[src/rtl/swb_pkg.sv]
// Shared definitions for the switch-bounce generator: FSM encoding, LFSR taps and seed.
package swb_pkg;

   typedef enum logic [1:0] {
      IDLE   = 2'b00,
      BOUNCE = 2'b01,
      SETTLE = 2'b10
   } swb_state_t;

   // Galois taps for x^16+x^14+x^13+x^11+1, shifting right.
   localparam logic [15:0] LFSR_TAPS         = 16'hB400;
   localparam logic [15:0] LFSR_DEFAULT_SEED = 16'hACE1;

   function automatic logic [15:0] lfsr_step(input logic [15:0] v);
      return {1'b0, v[15:1]} ^ (v[0] ? LFSR_TAPS : 16'h0000);
   endfunction

endpackage

[src/rtl/sw_bounce_gen_if.sv]
// Request/level in, bouncy switch plus busy/done status out.
interface sw_bounce_gen_if;
   logic req;
   logic level;
   logic sw;
   logic busy;
   logic done;

   modport master (output req, level, input sw, busy, done);
   modport slave  (input req, level, output sw, busy, done);
endinterface

[src/rtl/lfsr16.sv]
// Free-running 16-bit Galois LFSR, reloaded with SEED on reset.
module lfsr16
   import swb_pkg::*;
#(
   parameter logic [15:0] SEED = LFSR_DEFAULT_SEED
) (
   input  logic        clk,
   input  logic        rst,
   output logic [15:0] q
);

   logic [15:0] r_q;

   always_ff @(posedge clk or posedge rst) begin
      if (rst) r_q <= SEED;
      else     r_q <= lfsr_step(r_q);
   end

   assign q = r_q;

endmodule

[src/rtl/sw_bounce_gen.sv]
// Mechanical switch emulator: bounces sw BOUNCE_EDGES times then settles at the target.
// Define SWB_FIXED_GAP_EN for constant MIN_GAP spacing instead of LFSR-randomised gaps.
module sw_bounce_gen
   import swb_pkg::*;
#(
   parameter int unsigned CNT_WIDTH     = 20,
   parameter int unsigned BOUNCE_EDGES  = 7,
   parameter int unsigned MIN_GAP       = 16,
   parameter int unsigned GAP_RAND_W    = 8,
   parameter int unsigned SETTLE_CYCLES = 1000,
   parameter logic        INIT_LEVEL    = 1'b0,
   parameter logic [15:0] LFSR_SEED     = LFSR_DEFAULT_SEED
) (
   input  logic            clk,
   input  logic            rst,
   sw_bounce_gen_if.slave  bus
);

   localparam logic [CNT_WIDTH-1:0] SETTLE_INIT = CNT_WIDTH'(SETTLE_CYCLES - 1);

   swb_state_t           r_state;
   logic                 r_sw;
   logic                 r_busy;
   logic                 r_done;
   logic                 r_tgt;
   logic [7:0]           r_edges_left;
   logic [CNT_WIDTH-1:0] r_gap_cnt;
   logic [CNT_WIDTH-1:0] r_settle_cnt;
   logic [CNT_WIDTH-1:0] w_gap;

`ifdef SWB_FIXED_GAP_EN
   assign w_gap = CNT_WIDTH'(MIN_GAP);
`else
   localparam logic [15:0] GAP_MASK = 16'((32'd1 << GAP_RAND_W) - 32'd1);

   logic [15:0] w_lfsr;

   lfsr16 #(
      .SEED (LFSR_SEED)
   ) u_lfsr (
      .clk (clk),
      .rst (rst),
      .q   (w_lfsr)
   );

   assign w_gap = CNT_WIDTH'(MIN_GAP) + CNT_WIDTH'(w_lfsr & GAP_MASK);
`endif

   always_ff @(posedge clk or posedge rst) begin
      if (rst) begin
         r_state      <= IDLE;
         r_sw         <= INIT_LEVEL;
         r_busy       <= 1'b0;
         r_done       <= 1'b0;
         r_tgt        <= INIT_LEVEL;
         r_edges_left <= '0;
         r_gap_cnt    <= '0;
         r_settle_cnt <= '0;
      end else begin
         r_done <= 1'b0;
         case (r_state)
            IDLE: begin
               if (bus.req) begin
                  r_tgt  <= bus.level;
                  r_busy <= 1'b1;
                  if (bus.level != r_sw) begin
                     r_state      <= BOUNCE;
                     r_edges_left <= 8'(BOUNCE_EDGES);
                     r_gap_cnt    <= w_gap - 1'b1;
                  end else begin
                     r_state      <= SETTLE;
                     r_settle_cnt <= SETTLE_INIT;
                  end
               end
            end
            BOUNCE: begin
               if (r_gap_cnt != '0) begin
                  r_gap_cnt <= r_gap_cnt - 1'b1;
               end else begin
                  r_sw         <= ~r_sw;
                  r_edges_left <= r_edges_left - 8'd1;
                  if (r_edges_left == 8'd1) begin
                     r_state      <= SETTLE;
                     r_settle_cnt <= SETTLE_INIT;
                  end else begin
                     r_gap_cnt <= w_gap - 1'b1;
                  end
               end
            end
            SETTLE: begin
               r_sw <= r_tgt;
               if (r_settle_cnt != '0) begin
                  r_settle_cnt <= r_settle_cnt - 1'b1;
               end else begin
                  r_done  <= 1'b1;
                  r_busy  <= 1'b0;
                  r_state <= IDLE;
               end
            end
            default: r_state <= IDLE;
         endcase
      end
   end

   assign bus.sw   = r_sw;
   assign bus.busy = r_busy;
   assign bus.done = r_done;

endmodule

[src/flat_wrapper.sv]
// flat-port wrapper written by rule: the top's interface ports become plain ports
module sw_bounce_gen_flat import swb_pkg::*;
#(
   parameter int unsigned CNT_WIDTH     = 20,
   parameter int unsigned BOUNCE_EDGES  = 7,
   parameter int unsigned MIN_GAP       = 16,
   parameter int unsigned GAP_RAND_W    = 8,
   parameter int unsigned SETTLE_CYCLES = 1000,
   parameter logic        INIT_LEVEL    = 1'b0,
   parameter logic [15:0] LFSR_SEED     = LFSR_DEFAULT_SEED
)
  (clk, rst, bus_req, bus_level, bus_sw, bus_busy, bus_done);
  sw_bounce_gen_if bus_i ();
  input  logic clk;
  input  logic rst;
  input wire logic [$bits(bus_i.req)-1:0] bus_req;
  input wire logic [$bits(bus_i.level)-1:0] bus_level;
  output wire logic [$bits(bus_i.sw)-1:0] bus_sw;
  output wire logic [$bits(bus_i.busy)-1:0] bus_busy;
  output wire logic [$bits(bus_i.done)-1:0] bus_done;
  assign bus_i.req = bus_req;
  assign bus_i.level = bus_level;
  assign bus_sw = bus_i.sw;
  assign bus_busy = bus_i.busy;
  assign bus_done = bus_i.done;
  sw_bounce_gen #(.CNT_WIDTH(CNT_WIDTH), .BOUNCE_EDGES(BOUNCE_EDGES), .MIN_GAP(MIN_GAP), .GAP_RAND_W(GAP_RAND_W), .SETTLE_CYCLES(SETTLE_CYCLES), .INIT_LEVEL(INIT_LEVEL), .LFSR_SEED(LFSR_SEED)) u_core (.clk(clk), .rst(rst), .bus(bus_i));
endmodule
[config.mk]
export PLATFORM = sky130hd
export DESIGN_NAME = sw_bounce_gen_flat
export DESIGN_NICKNAME = d
export VERILOG_FILES = /design/src/rtl/swb_pkg.sv /design/src/rtl/sw_bounce_gen_if.sv /design/src/rtl/lfsr16.sv /design/src/rtl/sw_bounce_gen.sv /design/src/flat_wrapper.sv
export SDC_FILE = /design/constraint.sdc
export NUM_CORES = 1
export LEC_CHECK = 0
export ABC_AREA = 1
export CORE_ASPECT_RATIO = 1.25
export CORE_MARGIN = 5
export CORE_UTILIZATION = 40
export DETAILED_ROUTE_END_ITERATION = 8
export PLACE_DENSITY = 0.68
export SKIP_CTS_REPAIR_TIMING = 1
export SLEW_MARGIN = 15
export SYNTH_ARGS = -nofsm -noshare
export SYNTH_HDL_FRONTEND = slang
export SYNTH_SLANG_ARGS = --single-unit
[constraint.sdc]
create_clock -name clk -period 2.83 [get_ports clk]
set_clock_uncertainty 0.15 [all_clocks]
set_input_delay 0.849 -clock clk [delete_from_list [all_inputs] [get_ports clk]]
set_output_delay 0.849 -clock clk [all_outputs]
set_load 0.01 [all_outputs]
======== Yosys cells after proc, flatten, opt, wreduce, memory -nomap -nowiden ========
Cells that the tools add are included.
cells by class
  bitwise operators ....................... 2
  eq/ne operators ......................... 12
  reductions and logical operators ........ 14
  multiplexer cells ....................... 29
  $add $sub $neg .......................... 5
operator list
  operator               count
  $mux 20                9
  $pmux 20 s3            1
  $sub 20x1->20 const B  3
  $pmux 20 s2            1
  $reduce_bool 20->1     2
  $mux 8                 3
  $mux 16                1
  $pmux 8 s2             1
  $xor 15x16->16         1
  $reduce_and 4->1       3
  $mux 2                 5
  $add 5x8->9 const A    1
  $eq 8x1->1 const B     1
  $ne 2x2->1 const B     4
  $sub 8x1->8 const B    1
  $ne 2x1->1 const B     3
  $pmux 2 s3             1
  $reduce_and 6->1       1
  $reduce_bool 2->1      3
  $mux 1                 5
  $pmux 1 s2             2
  $reduce_and 2->1       2
  $ne 3x2->1 const B     1
  $reduce_and 3->1       1
  other kinds (6)        6
storage, ports and cells
  logic and storage cells ................. 71
  output and inout port bits .............. 3
  register bits ........................... 70

======== Longest topological paths before layout ========
  depth in word-level cells ............... 5
  gate-level depth with buffers ........... 13

======== By module ========
Synthesis repeated with hierarchy kept, for this count alone.
second synthesis, totals
  cell total of the unflattened synthesis .. 598
  area, all modules ....................... 4,171.5 um^2
by module, submodules not included
  module         seq. area each (um^2)  cells each  instances  area each (um^2)
  sw_bounce_gen  1,351.3                568         1          3,708.6
  lfsr16         410.4                  30          1          462.9

======== Least setup slack after synthesis ========
OpenSTA, ideal clock, no wires.
  path kind ............................... in2reg
  start ................................... input bus_level
  end ..................................... register u_core.r_gap_cnt[10]
  setup time .............................. 0.128 ns
  required time ........................... 2.552 ns
  path buffers ............................ 1
  arrival ................................. 1.748 ns
  stages .................................. 10
  slack ................................... 0.804 ns
  cell sequence ........................... inv_1 > nand2_1 > nand2_1 > o21ai_0 > clkinv_1 > nand2_2 > inv_2 > buf_6 > nor2_1 > a21oi_1
on the way
  longest elaborated chain between the ends .. 3
RTL lines
  element                     RTL line             source
  from (decl)                 flat_wrapper.sv:17   input wire logic [$bits(bus_i.level)-1:0] bus_level;
  $ne 1x1->1                  sw_bounce_gen.sv:66  if (bus.level != r_sw) begin
  $ne 2x1->1 (no line)        -
  $reduce_and 4->1 (no line)  -
  to (signal assigned)        sw_bounce_gen.sv:69  r_gap_cnt <= w_gap - 1'b1;
  to (signal assigned)        sw_bounce_gen.sv:78  r_gap_cnt <= r_gap_cnt - 1'b1;
  to (signal assigned)        sw_bounce_gen.sv:86  r_gap_cnt <= w_gap - 1'b1;
  to (decl)                   sw_bounce_gen.sv:27  logic [CNT_WIDTH-1:0] r_gap_cnt;
Every way passes these cells.
A chain may end at the register's enable or synchronous reset.

======== Worst setup path in the final report ========
  start ................................... input bus_level
  end ..................................... register u_core.r_gap_cnt[1]
The elaborated chain is that of the path after synthesis.

==> metrics.md <==
| Metric | Value |
|---|---|
| Maximum capacitance violations | 0 |
| Worst-path clk slew | ~0.05 ns |
| Crit Path Max Fanout | 19 |
| PortBufs | 6 |
| Fmax | 433 MHz |
| # diodes | 0 |
| Via/cell ratio | 4.95 |
| Clock Sinks | 70 |
| Initial core utilization | 0.404 |
| Hold Path Class | reg2reg |
| Critical Path Start Type | input pin |
| Slew headroom | 0.650 |
| Setup CP Type | in2reg |
| Die X | 102 microns |
| IO Pins | 7 |
| Unrepaired setup endpoints after global routing | false |
| Total grt overflow | 0 |
| Commonest non-fill, non-tap cell in the layout | nand2_1 |
| Hold Vio Cnt, Final | 0 |
| Tightest Pin Transition | about 0.52 ns |
| Layout area overhead | 11.4% |
| Die Ht | between 100 and 150 microns |
| DR iter-0 viols | 145 |
| Final Max Tran Viols | 0 |
| Clock Latency Late Sink | 0.34 ns |
| YS warnings | 0 |
| Clk buf depth | 2 |
| Critical Path RT | between 2 and 3 ns |
| Post-route total power | 0.00441 W |
| Most frequent cells in the layout | nand2_1 (161), nor2_1 (105), dfrtp_1 (62) |
| Worst Path Arrival | 2.37 ns |
| DP HPWL | slightly above 6 mm |
| Number of flops mapped to enable cells by yosys | 0 |
| Post-synthesis sequential area ratio | 0.417 |
| Endpoint class of the critical path | register |
| Drt wl/cell | approximately 12 microns |
| All-Layer GR Usage | 0.145 |
| Hold depth | 0 |
| Setup TNS | 0 ns |
| Final WL | 8.37 mm |
| Maximum vdd drop | approximately 530 uV |
| Distinct cell type count after synthesis | 38 |
| RD Place Congestion | 0.892 |
| Avg Inst Size Synth | ~7.4 sq um |
| Post-route ant nets | 0 |
| Root buffer cell | clkbuf_16 |
| Syn nets | 580 |
| Core area | 0.0105 sq mm |
| Final setup viols | 0 |
| Mapped Cells | 567 |
| Pin count of the biggest net entering global routing | 28 |
| Number of synthesized register bits | 70 |
| Cts bufs inserted | 9 |
| Initial antenna violation count | 0 |
| FFs w/ async S/R, synth | 1.00 |
| Synthesized cell area | 0.00422 sq mm |
| TritonCTS clock tree | built |
| DR DRC count | 0 |
| Period utilization | 0.816 |
| Period minus WS final | 2.31 ns |
| First-pass GRT wire length | about 15 mm |
| P_leak | 2.30 nW |
| Die area | 0.0127 sq mm |
| H-Tree Depth | 3 |
| Vias in the first global route | 3,427 |
| Fin nets | 590 |
| DR pass1 iterations | 4 |
| Status | finished clean |
| Share of layout cells above drive strength 1 | 0.0876 |
| Worst R2R Path Depth | 10 |
| Pwr dens | approximately 940 mW/mm^2 |
| Primary FF master, synth | dfrtp_1 |
| # rows | 42 |
| Filler cells | around 990 |
| Via count | 3,531 |
## cell usage after synthesis (3+ instances only)
master	count	area (sq um)
nor3_1	3	15.0
dfrtp_1	62	1550
xor2_1	30	263
a21oi_1	10	50.1
xnor2_1	5	43.8
o31ai_1	3	22.5
dfstp_2	8	210
nand2_1	161	604
ha_1	9	113
buf_6	7	78.8
inv_1	46	173
nand3_1	34	170
inv_2	4	15.0
nand2_2	5	31.3
nor2_1	105	394
nand4_1	6	37.5
o21ai_0	26	130
nor2_2	6	37.5
o21ai_1	14	70.1
## state kept, by name, indices dropped and copies added (netlist names)
| name | count |
|---|---|
| u_core.bus.busy | 1 |
| u_core.r_edges_left | 8 |
| u_core.r_gap_cnt | 20 |
| u_core.r_settle_cnt | 20 |
| u_core.bus.done | 1 |
| u_core.bus.sw | 1 |
| u_core.r_state | 2 |
| u_core.r_tgt | 1 |
| u_core.u_lfsr.q | 16 |
## cell families after synthesis
family | Yosys count | share of synthesized area
adder cells (fa/ha/maj) | 9 | 0.0267
buffers and inverters | 64 | 0.0732
AND/OR/NAND/NOR | 329 | 0.329
flip-flops | 70 | 0.417
AO/OA/AOI/OAI | 60 | 0.0815
XOR/XNOR | 35 | 0.0726
## report_power, final
part | internal [W] | switching [W] | leakage, nW | total (W)
registers | 0.00125 | 0.000258 | 0.872 | 0.00151
logic | 0.000580 | 0.00120 | 1.28 | 0.00178
clock network | 0.000731 | 0.000388 | 0.144 | 0.00112
## final timing paths
kind / slack [ns] / end / start
max: 0.52 / u_core.r_gap_cnt[1]$_DFFE_PP0P_ / bus_level
min reg2reg: 0.21 / u_core.u_lfsr.q[11]$_DFF_PP1_ / u_core.u_lfsr.q[12]$_DFF_PP0_
max in group asynchronous: 1.22 / u_core.u_lfsr.q[5]$_DFF_PP1_ / rst
min: 0.21 / u_core.u_lfsr.q[11]$_DFF_PP1_ / u_core.u_lfsr.q[12]$_DFF_PP0_
max reg2reg: 0.62 / u_core.r_settle_cnt[9]$_DFFE_PP0P_ / u_core.r_gap_cnt[0]$_DFFE_PP0P_
min in group asynchronous: 0.72 / u_core.r_gap_cnt[4]$_DFFE_PP0P_ / rst
## worst max-delay path: stages
cell	delay, ns
clkdlybuf4s50_1	0.47
inv_1	0.05
nand2_1	0.07
nand2_1	0.05
o21ai_0	0.22
clkinv_1	0.16
nand2_2	0.14
inv_2	0.16
o21ai_1	0.12
o21ai_1	0.07
## area by class of cell
cell class              count  area [sq um]  area share
clock buffers              15           268      0.0569
clock inverters             1          30.0     0.00638
inverters                  53           201      0.0428
multi-input cells         433          2150       0.457
flip-flops and latches     70          1760       0.374
well taps                 132           165      0.0351
repair buffers             10           128      0.0271
## routing by layer
layer	wire length, microns	global-route usage	up-vias
li1	-	-	1814
met1	3890	0.191	1642
met2	4030	0.231	56
met3	260	0.0286	19
met4	193	0.0556	0
met5	0	0	-
## metrics by stage
stage	area, sq um	util	instances	hold WS (ns)	setup WS, ns
floorplan	4220	-	567	0.181	0.0760
detailed placement	4410	0.421	698	0.188	0.160
global placement	4410	0.421	698	0.196	0.213
global route	4700	0.450	714	0.214	0.318
finish	4700	0.450	714	0.206	0.521
CTS	4700	0.450	714	0.208	0.510
Power figures use the tool's default switching activity.
